===== config.mk =====
export PLATFORM = sky130hd
export DESIGN_NAME = fsm_arbiter_n_flat
export DESIGN_NICKNAME = d
export VERILOG_FILES = /design/src/rtl/fsm_arbiter_n_if.sv /design/src/rtl/fsm_arbiter_n.sv /design/src/flat_wrapper.sv
export SDC_FILE = /design/constraint.sdc
export NUM_CORES = 1
export LEC_CHECK = 0
export CAP_MARGIN = 40
export CORE_UTILIZATION = 30
export CTS_CLUSTER_SIZE = 30
export DETAILED_ROUTE_END_ITERATION = 7
export DONT_BUFFER_PORTS = 1
export PLACE_DENSITY = 0.43
export SLEW_MARGIN = 25
export SYNTH_ARGS = -nofsm -noshare
export SYNTH_HDL_FRONTEND = slang
export SYNTH_SLANG_ARGS = --single-unit

===== constraint.sdc =====
create_clock -name clock -period 4.3 [get_ports clock]
set_input_delay 0.645 -clock clock [delete_from_list [all_inputs] [get_ports clock]]
set_output_delay 0.645 -clock clock [all_outputs]
set_load 0.05 [all_outputs]

===== src/rtl/fsm_arbiter_n_if.sv =====
// fsm_arbiter_n_if: request/grant bundle between bus masters and the arbiter
interface fsm_arbiter_n_if #(
  parameter int N_REQ = 4,
  parameter int IDX_W = $clog2(N_REQ)
);
  logic             mode;
  logic [N_REQ-1:0] req;
  logic [N_REQ-1:0] gnt;
  logic             gnt_valid;
  logic [IDX_W-1:0] gnt_idx;
  logic             preempt;
  modport master (output mode, req, input gnt, gnt_valid, gnt_idx, preempt);
  modport slave  (input mode, req, output gnt, gnt_valid, gnt_idx, preempt);
endinterface


===== src/rtl/fsm_arbiter_n.sv =====
// fsm_arbiter_n: N-way fixed-priority/round-robin grant FSM with optional hold-limit preemption
module fsm_arbiter_n #(
  parameter int N_REQ    = 4,
  parameter int HOLD_MAX = 0,
  parameter int IDX_W    = $clog2(N_REQ)
) (
  input logic             clock,
  input logic             reset,
  fsm_arbiter_n_if.slave  bus
);
  localparam int HW = $clog2(HOLD_MAX + 1) > 1 ? $clog2(HOLD_MAX + 1) : 1;
  typedef enum logic {IDLE, GRANT} state_t;
  state_t           state, state_n;
  logic [HW-1:0]    hold_cnt, cnt_n;
  logic [IDX_W-1:0] last_idx, last_n, win, idx_n;
  logic [N_REQ-1:0] gnt_n;
  logic             pre_n;
  int               k;
  always_comb begin
    win = '0;
    k = 0;
    for (int i = N_REQ - 1; i >= 0; i--) begin
      k = bus.mode ? (int'(last_idx) + 1 + i) % N_REQ : i;
      if (bus.req[k]) win = IDX_W'(k);
    end
  end
  always_comb begin
    state_n = state;
    cnt_n = hold_cnt;
    last_n = last_idx;
    gnt_n = '0;
    idx_n = '0;
    pre_n = 1'b0;
    if (state == IDLE) begin
      if (|bus.req) begin
        state_n = GRANT;
        gnt_n[win] = 1'b1;
        idx_n = win;
        last_n = win;
        cnt_n = '0;
      end
    end else if (!bus.req[last_idx]) begin
      state_n = IDLE;
    end else if (HOLD_MAX != 0 && hold_cnt == HW'(HOLD_MAX - 1)) begin
      state_n = IDLE;
      pre_n = 1'b1;
    end else begin
      gnt_n = bus.gnt;
      idx_n = bus.gnt_idx;
      cnt_n = HOLD_MAX != 0 ? hold_cnt + 1'b1 : hold_cnt;
    end
  end
  always_ff @(posedge clock) begin
    if (reset) begin
      state <= IDLE;
      hold_cnt <= '0;
      last_idx <= IDX_W'(N_REQ - 1);
      bus.gnt <= '0;
      bus.gnt_valid <= 1'b0;
      bus.gnt_idx <= '0;
      bus.preempt <= 1'b0;
    end else begin
      state <= state_n;
      hold_cnt <= cnt_n;
      last_idx <= last_n;
      bus.gnt <= gnt_n;
      bus.gnt_valid <= |gnt_n;
      bus.gnt_idx <= idx_n;
      bus.preempt <= pre_n;
    end
  end
endmodule


===== src/flat_wrapper.sv =====
// flat-port wrapper written by rule: the top's interface ports become plain ports
module fsm_arbiter_n_flat 
#(
  parameter int N_REQ    = 4,
  parameter int HOLD_MAX = 0,
  parameter int IDX_W    = $clog2(N_REQ)
)
  (clock, reset, bus_mode, bus_req, bus_gnt, bus_gnt_valid, bus_gnt_idx, bus_preempt);
  fsm_arbiter_n_if #(.N_REQ(N_REQ), .IDX_W(IDX_W)) bus_i ();
  input logic clock;
  input logic reset;
  input wire logic [$bits(bus_i.mode)-1:0] bus_mode;
  input wire logic [$bits(bus_i.req)-1:0] bus_req;
  output wire logic [$bits(bus_i.gnt)-1:0] bus_gnt;
  output wire logic [$bits(bus_i.gnt_valid)-1:0] bus_gnt_valid;
  output wire logic [$bits(bus_i.gnt_idx)-1:0] bus_gnt_idx;
  output wire logic [$bits(bus_i.preempt)-1:0] bus_preempt;
  assign bus_i.mode = bus_mode;
  assign bus_i.req = bus_req;
  assign bus_gnt = bus_i.gnt;
  assign bus_gnt_valid = bus_i.gnt_valid;
  assign bus_gnt_idx = bus_i.gnt_idx;
  assign bus_preempt = bus_i.preempt;
  fsm_arbiter_n #(.N_REQ(N_REQ), .HOLD_MAX(HOLD_MAX), .IDX_W(IDX_W)) u_core (.clock(clock), .reset(reset), .bus(bus_i));
endmodule

==> results.txt, run 1 <==
----------------------------------------------------
[Worst setup path]
  Critical path class ... reg -> reg
  CP required ... 4.47 ns
  Number of cells traversed by the worst register-to-register path ... 5
  Worst-path fanout max ... 14
  Worst R2R Start ... u_core.last_idx[0]
  Launching element type of the critical path ... flip-flop
  Element type at the critical path end ... flip-flop
  Worst endpoint data arrival time ... 2.04 ns
  Critical-path cell with the highest stage delay ... sky130_fd_sc_hd__dfxtp_1
  Max stage delay on crit path ... 0.60 ns
  R2R setup slack ... 2.43 ns
  Capturing point of the worst reg2reg path ... u_core.bus.gnt[1]
  Series of cell instances along the critical path ... mux2i_1, o22ai_1, o221ai_2, mux2_4, a32o_2

[Placed design]
  Cell total after placement ... 95
  Post-place instance area ... 649.4 um2
  Port Buffers ... 0
  Final HPWL DP ... 1.080 mm
  Routability congestion estimate from global placement ... 0.7063

[STA]
  Final setup violation count ... 0
  Actual slew at the worst max-slew pin ... 0.5664 ns
  Share of the clock period used by the worst path ... 0.4359
  Clock skew after layout ... 0.001141 ns
  Worst slew margin ... 0.6219
  Setup_tns ... 0 ns
  Fin. Hold Viols ... 0
  FMAX ... 533.5 MHz
  RSZ-0062 raised after global routing ... false
  Shortest clock period the worst path allows after layout ... 1.874 ns
  Final max-slew violation count ... 0

[Pwr]
  Peak supply drop ... 180.1 uV
  Power density normalized to cell area ... 419.3 nW/um2
  Static Leak ... 0.2736 nW

[Logic synthesis]
  Top area cells in the synthesized netlist ... sky130_fd_sc_hd__dfxtp_1 (30%), sky130_fd_sc_hd__a21oi_1 (4.5%), sky130_fd_sc_hd__o21ai_0 (3.8%)
  Synthesized Nets ... 81
  Share of the synthesized area in the top cell type ... 0.3025
  Cells after synthesis ... 74
  Main synth FF type ... sky130_fd_sc_hd__dfxtp_1
  Seq/Total Area, Yosys ... 0.3025
  Avg Inst Size Synth ... 8.944 um2
  Netlist area before placement ... 661.9 um2
  Cell taking the most area after synthesis ... sky130_fd_sc_hd__dfxtp_1
  Number of synthesized register bits ... 10
  Total number of yosys warnings ... 0
  Async SR Flop Fraction ... 0
  Number of enable-type register cells in the synthesized netlist ... 0
  Count of cell types in the netlist ... 37

[Routing]
  Via-to-Cell Ratio ... 5.717
  Number of iterations in the first detailed-routing pass ... 4
  Vias after detailed routing ... 566
  Violation count after the first detailed-route iteration ... 10
  Post-route antenna net violation count ... 0
  Remaining routing DRC violations ... 0
  Routed length per placed instance ... 15.24 um
  Final WL ... 1.509 mm

[Cells and area]
  Final layout net count ... 80
  Area growth, synth to finish ... 3.592%
  Share of layout cells above drive strength 1 ... 0.2083
  Non-Filler Instances ... 99
  Final non-filler cell area ... 685.7 um2
  Number of diodes added for antenna fixing ... 0

[Hold path]
  Terminating pin of the worst hold path ... u_core.state
  Min-delay src ... reset
  Class of the most critical hold timing path ... in -> reg
  Hold Crit Depth ... 1

[CTS]
  Clock-pin slew reported for the worst setup and hold paths after clock tree synthesis ... 0.07 ns
  CTS tree ... done
  Buffer depth of the longest clock path ... 2
  Number of buffers added for setup after CTS ... 0
  CTS root buf ... sky130_fd_sc_hd__clkbuf_4
  Clock network latency to the later pin of the worst-skew pair ... 0.27 ns
  Number of cells upsized or downsized after cts ... 0
  Num CTS Buffers ... 3
  # hold bufs at CTS ... 0
  Clock Sink Count ... 10
  H-tree level count ... 1

[Die]
  I/O Pins ... 15
  Die outline width ... 48.97 um
  Area of the core ... 2022 um2
  Initial standard-cell utilization of the core ... 0.3274
  Site row count ... 16
  Die Y-Extent ... 48.97 um
  DIE AREA ... 2398 um2

[Global routing]
  Number of antenna violations at the first check in global routing ... 0
  Wire length of the first global-routing pass ... 2.601 mm
  Remaining global-route overflow ... 0
  Pin count of the biggest net entering global routing ... 15
  Vias in the first global route ... 542
  Overall Global Routing Usage ... 0.1403

[Run status]
  Status ... finished, final reports clean

[Job]
  Number of violations of the max-capacitance limit ... 0

----------------------------------------------------
==> logic make-up after synthesis <==
group	Yosys count	share of synthesized area
other cells	1	0.005666
mux	4	0.08695
flops	10	0.3025
buf+inv	9	0.08693
compound gates	27	0.3195
simple gates	23	0.1985
==> per-stage QoR <==
stage / total power [mW] / utilization / worst slack (ns) / hold slack, ns
2_1_floorplan: 0.1986 / - / 2.396 / 0.5201
3_3_place_gp: 0.2029 / 0.3212 / 2.454 / 0.5789
3_5_place_dp: 0.2028 / 0.3212 / 2.445 / 0.5962
4_1_cts: 0.2899 / 0.3391 / 2.440 / 0.4240
5_1_grt: 0.3051 / 0.3391 / 2.328 / 0.4135
6_report: 0.2875 / 0.3391 / 2.426 / 0.4312
==> registers in the layout, summed over array words and instances (netlist names) <==
register	count
u_core.last_idx	2
u_core.bus.gnt_idx	2
u_core.bus.gnt	4
u_core.state	1
u_core.bus.gnt_valid	1
==> layer usage <==
layer / track usage / up-vias / share of wire
met5: 0 / - / 0
met1: 0.1825 / 281 / 0.51
met2: 0.2037 / 16 / 0.43
met4: 0.02941 / 0 / 0.0093
li1: - / 267 / -
met3: 0.07477 / 2 / 0.055
==> Yosys cell counts (2+ instances only) <==
master	count
sky130_fd_sc_hd__mux2i_1	2
sky130_fd_sc_hd__nand2_1	5
sky130_fd_sc_hd__a21oi_1	6
sky130_fd_sc_hd__nand3b_1	3
sky130_fd_sc_hd__o22ai_1	2
sky130_fd_sc_hd__buf_6	2
sky130_fd_sc_hd__buf_4	2
sky130_fd_sc_hd__dfxtp_1	10
sky130_fd_sc_hd__nor2_1	6
sky130_fd_sc_hd__inv_1	3
sky130_fd_sc_hd__and2_1	2
sky130_fd_sc_hd__nor3_1	2
sky130_fd_sc_hd__o21ai_0	5
==> power by group <==
part           switching [mW]  leakage, nW  internal, mW  total, mW
logic                  0.0278        0.170        0.0322     0.0600
registers              0.0382       0.0826         0.103      0.141
clock network          0.0351       0.0210        0.0515     0.0866
==> critical path, delay by kind of cell, from the launching register on <==
family         cells  cell delay [ns]
flip-flops         1             0.60
multiplexers       2             0.60
AO/OA/AOI/OAI      3             0.58
==> area by class of cell <==
type,count,area (um2)
well taps,27,33.78
flip-flops and latches,10,200.2
clock buffers,4,36.28
multi-input cells,55,404.1
inverters,3,11.26
fillers,226,1336
==> layout by cell type, fill, tap and decap left out, types with 2 or more instances in the layout <==
cell and count:
sky130_fd_sc_hd__nor2_1 6, sky130_fd_sc_hd__a21oi_1 6, sky130_fd_sc_hd__and2_1 2, sky130_fd_sc_hd__o22ai_1 2, sky130_fd_sc_hd__nor3_1 2, sky130_fd_sc_hd__dfxtp_1 10
sky130_fd_sc_hd__o21ai_0 5, sky130_fd_sc_hd__inv_1 3, sky130_fd_sc_hd__mux2i_1 2, sky130_fd_sc_hd__nand3b_1 3, sky130_fd_sc_hd__clkbuf_4 3, sky130_fd_sc_hd__nand2_1 5
==> worst max path at each step <==
stage,from,end,slack [ns],cells past startpoint
CTS,u_core.last_idx[0],u_core.bus.gnt[1],2.44,5
detailed placement,u_core.last_idx[0],u_core.bus.gnt[1],2.44,5
floorplan,bus_req[3],u_core.bus.gnt[1],2.40,6
global placement,bus_req[3],u_core.bus.gnt[1],2.45,5
global route,u_core.last_idx[0],u_core.bus.gnt[1],2.33,5
finish,u_core.last_idx[0],u_core.bus.gnt[1],2.43,5
No activity file was read; power rests on OpenSTA's default activity.
==> run 2, diff against run 1 <==
--- a/config.mk
+++ b/config.mk
@@ -10,7 +10,7 @@
 export CTS_CLUSTER_SIZE = 30
 export DETAILED_ROUTE_END_ITERATION = 7
 export DONT_BUFFER_PORTS = 1
-export PLACE_DENSITY = 0.43
+export PLACE_DENSITY = 0.44
 export SLEW_MARGIN = 25
 export SYNTH_ARGS = -nofsm -noshare
 export SYNTH_HDL_FRONTEND = slang
==> constraint.sdc (replaced) <==
create_clock -name clock -period 1.7 [get_ports clock]
set_input_delay 0.255 -clock clock [delete_from_list [all_inputs] [get_ports clock]]
set_output_delay 0.255 -clock clock [all_outputs]
set_load 0.05 [all_outputs]
==> run 2 against run 1 <==
  * Flip-flop and latch count did not move
  * Via count fell by 1.2%
  * Design area rose by 9.1%
  * Worst setup slack got worse by 2.4 ns
  * Combinational power rose to 3.6 times the previous value
  * Critical path depth did not move
  * Final cell count rose by 7.1%
  * Power rose to 2.6 times the previous value
  * Sequential power rose by 130%
  * Register-to-register slack got worse by 2.4 ns
  * Wire length rose by 3.8%
  * First-iteration DRC count rose by 30%
  * Critical endpoint unchanged
  * Largest power group unchanged
  * Highest routed layer unchanged
==> results.txt, run 2 (synthesized netlist as in run 1, its figures left out) <==
----------------------------------------------------
[STA]
  Worst slew margin ... 0.6324 (was 0.6219)
  Fin. Hold Viols ... 0 (unchanged)
  Clock skew after layout ... 0.003777 ns (was 0.001141 ns)
  Share of the clock period used by the worst path ... 0.9927 (was 0.4359)
  Shortest clock period the worst path allows after layout ... 1.688 ns (was 1.874 ns)
  Final max-slew violation count ... 0 (unchanged)
  Final setup violation count ... 0 (unchanged)
  Actual slew at the worst max-slew pin ... 0.5507 ns (was 0.5664 ns)
  FMAX ... 592.6 MHz (was 533.5 MHz)

[Placed design]
  Port Buffers ... 0 (unchanged)
  Cell total after placement ... 102 (was 95)
  Final HPWL DP ... 1.118 mm (was 1.080 mm)
  Routability congestion estimate from global placement ... 0.7272 (was 0.7063)

[Routing]
  Final WL ... 1.566 mm (was 1.509 mm)
  Post-route antenna net violation count ... 0 (unchanged)
  Vias after detailed routing ... 559 (was 566)
  Number of iterations in the first detailed-routing pass ... 4 (unchanged)
  Remaining routing DRC violations ... 0 (unchanged)
  Via-to-Cell Ratio ... 5.274 (was 5.717)
  Routed length per placed instance ... 14.77 um (was 15.24 um)
  Violation count after the first detailed-route iteration ... 13 (was 10)

[Die]
  Site row count ... 16 (unchanged)
  Initial standard-cell utilization of the core ... 0.3274 (unchanged)
  Die outline width ... 48.97 um (unchanged)
  Die Y-Extent ... 48.97 um (unchanged)
  I/O Pins ... 15 (unchanged)
  Area of the core ... 2022 um2 (unchanged)
  DIE AREA ... 2398 um2 (unchanged)

[Global routing]
  Met1 Usage GRT ... 0.1695 (was 0.1825)
  Remaining global-route overflow ... 0 (unchanged)
  GRT Max-Usage Layer ... met2 (unchanged)
  Wire length of the first global-routing pass ... 2.456 mm (was 2.601 mm)
  Overall Global Routing Usage ... 0.1345 (was 0.1403)
  Global Route met3 Usage ... 0.07477 (unchanged)
  Global Route met2 Usage ... 0.1991 (was 0.2037)
  Pin count of the biggest net entering global routing ... 11 (was 15)
  Vias in the first global route ... 513 (was 542)
  Number of antenna violations at the first check in global routing ... 0 (unchanged)

[CTS]
  Num CTS Buffers ... 3 (unchanged)
  CTS tree ... done (unchanged)
  Buffer depth of the longest clock path ... 2 (unchanged)
  CTS root buf ... sky130_fd_sc_hd__clkbuf_4 (unchanged)
  Number of buffers added for setup after CTS ... 0 (unchanged)
  Clock network latency to the later pin of the worst-skew pair ... 0.27 ns (about the same)
  Number of cells upsized or downsized after cts ... 0 (unchanged)
  Clock Sink Count ... 10 (unchanged)
  Clock-pin slew reported for the worst setup and hold paths after clock tree synthesis ... 0.07 ns (about the same)
  # hold bufs at CTS ... 0 (unchanged)
  H-tree level count ... 1 (unchanged)

[Worst setup path]
  CP Buf/Inv Count ... 1 (was 0)
  CP required ... 1.86 ns (was 4.47 ns)
  Number of cells traversed by the worst register-to-register path ... 5 (unchanged)
  Max stage delay on crit path ... 0.41 ns (was 0.60 ns)
  Capturing point of the worst reg2reg path ... u_core.bus.gnt[1] (unchanged)
  R2R setup slack ... 0.01 ns (was 2.43 ns)
  Worst R2R Start ... u_core.last_idx[1] (was u_core.last_idx[0])
  Critical-path cell with the highest stage delay ... sky130_fd_sc_hd__dfxtp_1 (unchanged)
  Launching element type of the critical path ... flip-flop (unchanged)
  Critical path class ... reg -> reg (unchanged)
  Series of cell instances along the critical path ... buf_4, mux2i_1, o221ai_2, mux2_4, a32o_2 (was mux2i_1, o22ai_1, o221ai_2, mux2_4, a32o_2)
  Element type at the critical path end ... flip-flop (unchanged)
  Worst endpoint data arrival time ... 1.85 ns (was 2.04 ns)
  Worst-path fanout max ... 6 (was 14)
  Category of cells accounting for the largest share of critical-path delay ... multiplexers (was flip-flops)

[Cells and area]
  Share of layout cells above drive strength 1 ... 0.2911 (was 0.2083)
  Area growth, synth to finish ... 13.04% (was 3.592%)
  Most common cell after layout, fill and taps aside ... sky130_fd_sc_hd__dfxtp_1 (unchanged)
  Non-Filler Instances ... 106 (was 99)
  Most flops, register ... u_core.bus.gnt (unchanged)
  Largest registers ... u_core.bus.gnt x4, u_core.bus.gnt_idx x2, u_core.last_idx x2 (unchanged)
  Register area ... 201.4 um2 (was 200.2 um2)
  Number of diodes added for antenna fixing ... 0 (unchanged)
  Area used by multi-input combinational logic ... 412.9 um2 (was 404.1 um2)
  Final layout net count ... 87 (was 80)
  Fill count ... 229 (was 226)
  Highest-count cells in the layout ignoring fill and taps ... sky130_fd_sc_hd__dfxtp_1 (9), sky130_fd_sc_hd__buf_4 (7), sky130_fd_sc_hd__nor2_1 (6), sky130_fd_sc_hd__a21oi_1 (6) (was sky130_fd_sc_hd__dfxtp_1 (10), sky130_fd_sc_hd__nor2_1 (6), sky130_fd_sc_hd__a21oi_1 (6), sky130_fd_sc_hd__o21ai_0 (5), sky130_fd_sc_hd__nand2_1 (5))
  Flip-flop count of the largest register after layout ... 4 (unchanged)

[Pwr]
  Final total power ... 0.7614 mW (was 0.2875 mW)
  Power density normalized to cell area ... 1018 nW/um2 (was 419.3 nW/um2)
  Peak supply drop ... 638.6 uV (was 180.1 uV)
  Static Leak ... 0.3072 nW (was 0.2736 nW)

[Hold path]
  Hold Crit Depth ... 1 (unchanged)
  Class of the most critical hold timing path ... in -> reg (unchanged)
  Min-delay src ... reset (unchanged)
  Terminating pin of the worst hold path ... u_core.state (unchanged)

[Run status]
  Status ... finished, final reports clean (unchanged)

[Job]
  Number of violations of the max-capacitance limit ... 0 (unchanged)

----------------------------------------------------
[run 2: worst reg2reg max path, delay by kind of cell (launching register included)]
kind | cells | cell delay [ns]
buffers and inverters | 1 | 0.17
AOI/OAI and AO/OA | 2 | 0.42
muxes | 2 | 0.60
DFF | 1 | 0.41
[run 2: area by class of cell]
class | instances | share of cell area
Timing Repair Buffer | 7 | 0.07023
Clock buffer | 4 | 0.04849
Tap cell | 27 | 0.04515
Inverter | 3 | 0.01505
Sequential cell | 10 | 0.2692
Multi-Input combinational cell | 55 | 0.5518
[run 2: through the flow]
stage	cell area [um2]	setup slack [ns]	TNS (ns)	utilization	hold slack [ns]
floorplan	661.9	0.1379	0	-	0.5201
CTS	738.2	0.04698	0	0.3651	0.04420
global placement	701.9	0.03967	0	0.3472	0.3284
global route	748.2	-0.01053	-0.01053	0.3701	0.03709
detailed placement	701.9	0.05256	0	0.3472	0.3270
finish	748.2	0.01239	0	0.3701	0.05155
[run 2: routing by layer]
metal	vias to the layer above	routed length, um
li1	286	-
met1	250	721
met5	-	0
met2	21	703
met3	2	134
met4	0	6
[run 2: worst max-delay path by stage]
stage	start	endpoint	slack, ns	depth (start not counted)
detailed placement	u_core.last_idx[0]	u_core.bus.gnt[1]	0.05	5
CTS	u_core.last_idx[0]	u_core.bus.gnt[1]	0.05	5
finish	u_core.last_idx[1]	u_core.bus.gnt[1]	0.01	5
floorplan	u_core.last_idx[0]	u_core.bus.gnt_idx[0]	0.14	5
global placement	u_core.last_idx[1]	u_core.bus.gnt[1]	0.04	5
global route	u_core.last_idx[1]	u_core.bus.gnt[1]	-0.01	5
[run 2: power breakdown]
part,internal [mW],switching (mW)
combinational,0.110,0.106
clock,0.130,0.0868
sequential,0.260,0.0679
total,0.500,0.261
